$ cat src/rtl/traffic_light_monitor.sv
// Safety monitor and fail-safe stage between the traffic light controller
// lamp registers and the lamp drivers. Legal lamp patterns pass through with
// one cycle of latency; an illegal pattern or an over-long orange/green phase
// latches a fault and forces all directions to flashing red until cleared.
module traffic_light_monitor #(
  parameter int ORANGE_MAX  = 5,
  parameter int GREEN_MAX   = 25,
  parameter int FLASH_HALF  = 4,
  parameter int RECOVER_CYC = 8
) (
  input  logic       clk,
  input  logic       rst,
  input  logic [3:0] red_in,
  input  logic [3:0] orange_in,
  input  logic [3:0] green_in,
  input  logic       clear,
  output logic [3:0] red_out,
  output logic [3:0] orange_out,
  output logic [3:0] green_out,
  output logic       fault,
  output logic [2:0] fault_code,
  output logic [1:0] fault_dir
);

  localparam int RW = $clog2(GREEN_MAX + 2);
  localparam int FW = $clog2(2 * FLASH_HALF);
  localparam int CW = $clog2(RECOVER_CYC + 1);

  typedef enum logic [1:0] {
    ST_RECOVER = 2'd0,
    ST_PASS    = 2'd1,
    ST_FAULT   = 2'd2
  } state_e;

  state_e          state_q, state_d;
  logic [CW-1:0]   rec_cnt_q, rec_cnt_d;
  logic [FW-1:0]   flash_q, flash_d;
  logic [RW-1:0]   o_cnt_q [4];
  logic [RW-1:0]   o_cnt_d [4];
  logic [RW-1:0]   g_cnt_q [4];
  logic [RW-1:0]   g_cnt_d [4];
  logic [3:0]      red_q, red_d, orange_q, orange_d, green_q, green_d;
  logic            fault_q, fault_d;
  logic [2:0]      code_q, code_d;
  logic [1:0]      dir_q, dir_d;

  logic            any_viol_s;
  logic [2:0]      viol_code_s;
  logic [1:0]      viol_dir_s;

  // Combinational rule checks on the current inputs, resolved by priority.
  always_comb begin
    logic [2:0] red_low_n;
    logic       conf_v, lamp_v, grn_v, org_v;
    logic [1:0] conf_dir, lamp_dir, grn_dir, org_dir;
    red_low_n = 3'd0;
    conf_v = 1'b0; lamp_v = 1'b0; grn_v = 1'b0; org_v = 1'b0;
    conf_dir = 2'd0; lamp_dir = 2'd0; grn_dir = 2'd0; org_dir = 2'd0;
    // Descending scan so the lowest implicated index is the one kept.
    for (int i = 3; i >= 0; i--) begin
      red_low_n = red_low_n + {2'b00, ~red_in[i]};
      if (!red_in[i]) begin
        conf_dir = 2'(i);
      end else begin
        conf_dir = conf_dir;
      end
      if ((2'({1'b0, red_in[i]}) + 2'({1'b0, orange_in[i]}) + 2'({1'b0, green_in[i]})) != 2'd1) begin
        lamp_v   = 1'b1;
        lamp_dir = 2'(i);
      end else begin
        lamp_v   = lamp_v;
      end
      // The incremented run length reaching MAX+1 is a timeout.
      if (green_in[i] && (g_cnt_q[i] >= RW'(GREEN_MAX))) begin
        grn_v   = 1'b1;
        grn_dir = 2'(i);
      end else begin
        grn_v   = grn_v;
      end
      if (orange_in[i] && (o_cnt_q[i] >= RW'(ORANGE_MAX))) begin
        org_v   = 1'b1;
        org_dir = 2'(i);
      end else begin
        org_v   = org_v;
      end
    end
    conf_v = (red_low_n >= 3'd2);
    any_viol_s  = conf_v | lamp_v | grn_v | org_v;
    viol_code_s = 3'd0;
    viol_dir_s  = 2'd0;
    if (conf_v) begin
      viol_code_s = 3'd2; viol_dir_s = conf_dir;
    end else if (lamp_v) begin
      viol_code_s = 3'd1; viol_dir_s = lamp_dir;
    end else if (grn_v) begin
      viol_code_s = 3'd4; viol_dir_s = grn_dir;
    end else if (org_v) begin
      viol_code_s = 3'd3; viol_dir_s = org_dir;
    end else begin
      viol_code_s = 3'd0; viol_dir_s = 2'd0;
    end
  end

  // Next-state logic of the RECOVER / PASS / FAULT controller.
  always_comb begin
    state_d = state_q;
    case (state_q)
      ST_RECOVER: begin
        if (rec_cnt_q == CW'(RECOVER_CYC - 1)) state_d = ST_PASS;
        else                                   state_d = ST_RECOVER;
      end
      ST_PASS: begin
        if (any_viol_s) state_d = ST_FAULT;
        else            state_d = ST_PASS;
      end
      ST_FAULT: begin
        if (clear) state_d = ST_RECOVER;
        else       state_d = ST_FAULT;
      end
      default: state_d = ST_RECOVER;
    endcase
  end

  // Output, counter and sticky-cause next values for each state.
  always_comb begin
    red_d     = red_q;
    orange_d  = orange_q;
    green_d   = green_q;
    fault_d   = fault_q;
    code_d    = code_q;
    dir_d     = dir_q;
    rec_cnt_d = rec_cnt_q;
    flash_d   = flash_q;
    for (int i = 0; i < 4; i++) begin
      o_cnt_d[i] = RW'(0);
      g_cnt_d[i] = RW'(0);
    end
    case (state_q)
      ST_RECOVER: begin
        red_d     = 4'b1111;
        orange_d  = 4'b0000;
        green_d   = 4'b0000;
        fault_d   = 1'b0;
        rec_cnt_d = rec_cnt_q + CW'(1);
      end
      ST_PASS: begin
        rec_cnt_d = CW'(0);
        if (any_viol_s) begin
          red_d    = 4'b1111;
          orange_d = 4'b0000;
          green_d  = 4'b0000;
          fault_d  = 1'b1;
          code_d   = viol_code_s;
          dir_d    = viol_dir_s;
          flash_d  = FW'(0);
        end else begin
          red_d    = red_in;
          orange_d = orange_in;
          green_d  = green_in;
          for (int i = 0; i < 4; i++) begin
            if (!orange_in[i])                          o_cnt_d[i] = RW'(0);
            else if (o_cnt_q[i] == RW'(ORANGE_MAX + 1)) o_cnt_d[i] = o_cnt_q[i];
            else                                        o_cnt_d[i] = o_cnt_q[i] + RW'(1);
            if (!green_in[i])                           g_cnt_d[i] = RW'(0);
            else if (g_cnt_q[i] == RW'(GREEN_MAX + 1))  g_cnt_d[i] = g_cnt_q[i];
            else                                        g_cnt_d[i] = g_cnt_q[i] + RW'(1);
          end
        end
      end
      ST_FAULT: begin
        orange_d = 4'b0000;
        green_d  = 4'b0000;
        if (clear) begin
          red_d     = 4'b1111;
          fault_d   = 1'b0;
          rec_cnt_d = CW'(0);
        end else begin
          // The entry cycle counts as the first cycle of the on-phase.
          if (flash_q == FW'(2 * FLASH_HALF - 1)) flash_d = FW'(0);
          else                                    flash_d = flash_q + FW'(1);
          if (flash_d < FW'(FLASH_HALF)) red_d = 4'b1111;
          else                           red_d = 4'b0000;
        end
      end
      default: begin
        red_d     = 4'b1111;
        orange_d  = 4'b0000;
        green_d   = 4'b0000;
        fault_d   = 1'b0;
        rec_cnt_d = CW'(0);
      end
    endcase
  end

  // State and output registers with synchronous reset into RECOVER.
  always_ff @(posedge clk) begin
    if (rst) begin
      state_q   <= ST_RECOVER;
      rec_cnt_q <= CW'(0);
      flash_q   <= FW'(0);
      red_q     <= 4'b1111;
      orange_q  <= 4'b0000;
      green_q   <= 4'b0000;
      fault_q   <= 1'b0;
      code_q    <= 3'd0;
      dir_q     <= 2'd0;
      for (int i = 0; i < 4; i++) begin
        o_cnt_q[i] <= RW'(0);
        g_cnt_q[i] <= RW'(0);
      end
    end else begin
      state_q   <= state_d;
      rec_cnt_q <= rec_cnt_d;
      flash_q   <= flash_d;
      red_q     <= red_d;
      orange_q  <= orange_d;
      green_q   <= green_d;
      fault_q   <= fault_d;
      code_q    <= code_d;
      dir_q     <= dir_d;
      for (int i = 0; i < 4; i++) begin
        o_cnt_q[i] <= o_cnt_d[i];
        g_cnt_q[i] <= g_cnt_d[i];
      end
    end
  end

  assign red_out    = red_q;
  assign orange_out = orange_q;
  assign green_out  = green_q;
  assign fault      = fault_q;
  assign fault_code = code_q;
  assign fault_dir  = dir_q;

endmodule

$ cat config.mk
export PLATFORM = sky130hd
export DESIGN_NAME = traffic_light_monitor
export DESIGN_NICKNAME = d
export VERILOG_FILES = /design/src/rtl/traffic_light_monitor.sv
export SDC_FILE = /design/constraint.sdc
export NUM_CORES = 1
export LEC_CHECK = 0
export ABC_AREA = 1
export BUFFER_PORTS_ARGS = -buffer_cell sky130_fd_sc_hd__buf_2
export CORE_UTILIZATION = 30
export CTS_BUF_LIST = sky130_fd_sc_hd__clkbuf_2
export DETAILED_ROUTE_END_ITERATION = 10
export GPL_TIMING_DRIVEN = 0
export SYNTH_ARGS = -nofsm -noshare
export SYNTH_HDL_FRONTEND = slang
export SYNTH_SLANG_ARGS = --single-unit
$ cat constraint.sdc
create_clock -name clk -period 2.3 [get_ports clk]
set_input_delay 0.23 -clock clk [delete_from_list [all_inputs] [get_ports clk]]
set_output_delay 0.23 -clock clk [all_outputs]
set_load 0.01 [all_outputs]
# Word level (Yosys, flattened, before mapping)
# Memory sizes are Yosys's and may differ from the RTL's.
# Cells that the tools add are included.
[totals] ff_bits=27 ram_bits=40 in_bits=15 elab_cells=177 memories=2
[op_classes] n_addsub=21 order_cmp=10 eq_ne=19 muxes=86 bitwise_logic=16 n_reduce_logical=14
[memory_table] memory="g_cnt_q" words=4 word_bits=5 read_ports=4 rd_ports_with_merged_regs=0 write_ports=4 line="40" source="logic [RW-1:0] g_cnt_q [4];"
[memory_table] memory="o_cnt_q" words=4 word_bits=5 read_ports=4 rd_ports_with_merged_regs=0 write_ports=4 line="38" source="logic [RW-1:0] o_cnt_q [4];"
[ops] cell="5-bit two-way mux" n=24
[ops] cell="20-bit two-way mux" n=4
[ops] cell="2-bit two-way mux" n=23
[ops] cell="5-bit by 1-bit adder with 5-bit output, second input constant" n=8
[ops] cell="3-bit two-way mux" n=8
[ops] cell="5-bit by 3-bit equality test with 1-bit output, second input constant" n=4
[ops] cell="5-bit equality test, second input constant" n=4
[ops] cell="5-bit by 3-bit >= comparator with 1-bit output, second input constant" n=4
[ops] cell="5-bit >= comparator, second input constant" n=4
[ops] cell="1-bit two-way mux" n=18
[ops] cell="4-bit two-way mux" n=4
[ops] cell="4-bit case mux with 2 select lines" n=2
[ops] cell="1-bit OR" n=11
[ops] cell="1-bit by 1-bit adder with 2-bit output" n=5
[ops] cell="2-bit by 1-bit adder with 2-bit output" n=4
[ops] cell="1-bit logical AND" n=8
[ops] cell="2-bit by 1-bit inequality test with 1-bit output, second input constant" n=4
[ops] cell="2-bit inequality test, second input constant" n=3
[ops] cell="2-bit case mux with 3 select lines" n=1
[ops] cell="3-bit case mux with 2 select lines" n=1
[ops] cell="1-bit inverter" n=5
[ops] cell="4-bit by 1-bit adder with 4-bit output, second input constant" n=1
[ops] cell="4-bit by 3-bit equality test with 1-bit output, second input constant" n=1
[ops] cell="2-bit AND reduction" n=2
[ops] cell="13 further kinds" n=13

# Longest topological paths before layout
[logic_depth] depth_word=13 depth_mapped=14

# Worst setup path before layout
# No wires, ideal clock.
[synth_timing] path_type="input to register" start="input port red_in[0]" end="register red_q[0], in the netlist red_out[0]" setup_time_ns=0.127 arrival_time_ns=1.870 t_required_ns=2.173 path_slack_ns=0.302 path_stages=12 n_path_buf=0 cell_sequence="inv_1 fa_1 nor2_2 nand2_1 nor2_4 nand2_1 nor2_4 nand2_1 nand2_1 inv_1 nor2_1 o21ai_0"
[synth_via] elab_chain_len=9
[synth_lines] element="start, declared" line="13" source="input logic [3:0] red_in,"
[synth_lines] element="branches (longest 7 deep; another with 3-bit by 1-bit adder with 3-bit output)"
[synth_lines] element="4-bit two-way mux (*)" line="148" source="if (any_viol_s) begin"
[synth_lines] element="4-bit case mux with 2 select lines (*)" line="138" source="case (state_q)"
[synth_lines] element="end signal, assigned" line="215" source="red_q <= red_d;"
[synth_lines] element="end, declared" line="42" source="logic [3:0] red_q, red_d, orange_q, orange_d, green_q, green_d;"
# Mark *: on every way between the ends.
# A chain may end at the register's enable or synchronous reset.

==> results.yml <==
status:
  outcome: "complete, no violations"
route:
  drc_errors: 0
  initialDrtViolationCount: 78
  wl_per_cell_um: 10.2
  first_pass_iters: 4
  wl_um: 6480
  drtAntennaViolNets: 0
  viasPerCell: 4.29
  vias: 2713
pwr:
  power_leakage_nw: 1.93
  power_w: 0.00199
  power_density_nw_per_um2: 477
  ir_drop_mv: 0.176
synth:
  synth_mux_area_frac: 0.0198
  synth_area_um2: 3530
  synth_edf_count: 0
  synth-seq-area-share: 0.380
  syn_inst: 420
  ys_seq_elements: 67
  synth_area_per_cell_um2: 8.41
  synth-compound-area-share: 0.0971
  synth_flop_cell: "dfxtp_1"
  yosysUniqueCellTypes: 35
  yosys.area_share.simple: 0.240
  synth_top_area_cell: "dfxtp_1"
  synth_top_family_by_area: "simple AND/OR/NAND/NOR gates"
  synth_top_area_frac: 0.380
  synth_area_leaders: "dfxtp_1 38%, ha_1 12%, inv_1 6.3%"
  async_flop_share: 0
  synth_commonest_cells: "67 x dfxtp_1, 59 x inv_1, 49 x nand2_1"
  ys_warn_count: 0
  synth-adder-area-share: 0.145
  synth_xor_area_frac: 0.0347
  yosysMostFrequentCell: "dfxtp_1"
grt:
  antenna_found_initial: 0
  grt_pass1_wl_um: 11400
  grt-ovfl-total: 0
  grt_pass1_vias: 2621
  grt_usage: 0.116
  grt_max_degree: 12
place:
  gp_congestion: 0.755
  dp_hpwl_um: 5060
  io_buffers: 32
critical_path:
  r2r_end: "g_cnt_q[1][2]$_SDFFE_PP0P_"
  critPathBufInv: 4
  critPathMaxStageDelay_ns: 0.52
  crit_path_end_kind: "register"
  worstSetupStartpointType: "input port"
  arrival_ns: 2.67
  worst_path_most_repeated_cell: "nor2_4"
  reg2regPathDepth: 14
  worst-path-max-fanout: 6
  crit_chain: "dlygate4sd3_1 -> buf_2 -> inv_2 -> fa_1 -> nor2_2 -> nand3_2 -> nor2_4 -> nand2_1 -> nor2_4 -> nand3_4 -> nor2_8 -> buf_4 -> nand2_4 -> nor3_2"
  cp.required_ns: 2.76
  path_delay_family: "simple AND/OR/NAND/NOR gates"
  slowest_stage: "dlygate4sd3_1"
  worstSetupPathType: "input port to register"
  timing.rr.start: "g_cnt_q[1][1]$_SDFFE_PP0P_"
  ff2ff_setup_slack_ns: 0.27
floorplanning:
  core-area_um2: 11500
  fp.dieH_um: 110
  row_count: 39
  start_util: 0.308
  fp.dieW_um: 110
  die-area_um2: 12200
  io_pins: 33
final_layout:
  nNetsFinal: 538
  drive_above_1_share: 0.237
  area_delta_synth_final_pct: 18.2
  n_antenna_cell: 0
  fill_cells: 1154
  utilization: 0.364
timing:
  period_share: 0.959
  hold_viol_final: 0
  holdWs_ns: 0.0826
  slew_viol_final: 0
  min_period_ns: 2.21
  setup_violations: 0
  grt_setup_unrepaired: "false"
  fmax_ghz: 0.453
  skew_ns: 0.0272
worst_hold_path:
  min_to: "red_out[0]$_SDFF_PP1_"
  hold_path_class: "input port to register"
  whs_path_depth: 3
  hold_start: "red_in[0]"
clock_tree:
  tritoncts: "built"
  numCtsBuffers: 9
  clock_sinks: 67
  cts_buffer_depth: 2
  clkTransAtPathRegs_ns: 0.18
  clock_latency_ns: 0.52
  clockRootBuffer: "clkbuf_2"
  htree_levels: 3
run:
  max-cap-violations: 0
## final cells by class
type,count,area [µm²],area share
Clock buffer,10,50.0,0.0120
Clock inverter,6,56.3,0.0135
Inverter,77,289,0.0693
Multi-Input combinational cell,283,1940,0.465
Sequential cell,67,1340,0.321
Tap cell,143,179,0.0429
Timing Repair Buffer,47,318,0.0762
## report_power, final
part / switching, W / internal (W) / total [W]
clock network: 0.000420 / 0.000246 / 0.000666
registers: 0.00000770 / 0.00118 / 0.00118
logic: 0.0000824 / 0.0000577 / 0.000140
total: 0.000510 / 0.00148 / 0.00199
## layer usage
| layer | vias up | global-route usage | wire (µm) |
|---|---|---|---|
| met1 | 1211 | 0.138 | 3030 |
| met4 | 0 | 0.0720 | 178 |
| met3 | 12 | 0.0302 | 228 |
| met5 | - | 0 | 0 |
| li1 | 1460 | - | - |
| met2 | 30 | 0.186 | 3040 |
## registers in the layout, summed over array words and instances (netlist names)
| register | flops |
|---|---|
| fault | 1 |
| fault_dir | 2 |
| g_cnt_q | 20 |
| orange_out | 4 |
| fault_code | 3 |
| red_out | 4 |
| o_cnt_q | 20 |
| state_q | 2 |
| flash_q | 3 |
| rec_cnt_q | 4 |
| green_out | 4 |
## worst register-to-register path: cells and delay by family (launching register included)
kind | cells | cell delay, ns
DFF | 1 | 0.42
adders and majority gates | 1 | 0.20
buffers and inverters | 3 | 0.38
and+or+nand+nor | 10 | 0.97
## how the worst max path moves through the flow
| stage | slack (ns) | start | cells after the start | to |
|---|---|---|---|---|
| after floorplan | 0.30 | red_in[0] | 12 | red_out[0]$_SDFF_PP1_ |
| after global placement | -0.10 | red_in[0] | 13 | red_out[2]$_SDFF_PP1_ |
| after detailed placement | -0.1 | red_in[0] | 13 | red_out[3]$_SDFF_PP1_ |
| after CTS | 0.006 | orange_in[1] | 14 | red_out[3]$_SDFF_PP1_ |
| after global routing | 0.0008 | green_in[3] | 14 | g_cnt_q[1][2]$_SDFFE_PP0P_ |
| final | 0.09 | green_in[3] | 14 | g_cnt_q[1][2]$_SDFFE_PP0P_ |
## cells in the final DEF (no fill, tap or decap), types with 2 or more instances in the layout
master         instances
nor2_4                 5
ha_1                  33
nand2_2                3
fa_1                   5
dfxtp_1               67
xor2_1                10
inv_1                 58
inv_2                 15
nor2_2                14
nor3_2                 3
mux2i_1                7
clkinv_2               3
a21oi_1               14
or2_2                  2
a21oi_2               10
nand4_1               11
nand3_1               14
nor3_1                 3
nand2_1               47
buf_4                  5
buf_2                 30
clkbuf_2              10
xnor2_1                4
o21ai_1                7
o31ai_1                3
o21ai_0               18
or3_1                  3
conb_1                 8
nor2_1                42
nand2_4                9
clkinv_1               5
dlygate4sd3_1         11
## repair_timing
item	4_1_cts	5_1_grt
setup buffers	0	4
hold buffers	11	0
gates resized for setup	0	10
hold endpoints to repair	46	0
setup endpoints to repair	0	45
## kinds of logic (layout without fill, tap and decap cells)
logic type               count (synthesis)  count (layout)
buffers and inverters                   77             140
AND/OR/NAND/NOR                        159             159
flip-flops                              67              67
XOR/XNOR                                14              14
multiplexers                             7               7
other                                    1               8
AO/OA/AOI/OAI                           57              57
adder cells (fa/ha/maj)                 38              38
## metrics by stage
step                std cells  worst slack, ns  TNS [ns]  instance area, µm²
CTS                       629          0.00591         0                4110
global placement          602           -0.101     -1.18                3900
global route              633         0.000832         0                4170
detailed placement        602          -0.0991    -0.760                3900
finish                    633           0.0933         0                4170
floorplan                 427            0.302         0                3560
Note: power is estimated with default switching activity, not from simulation.
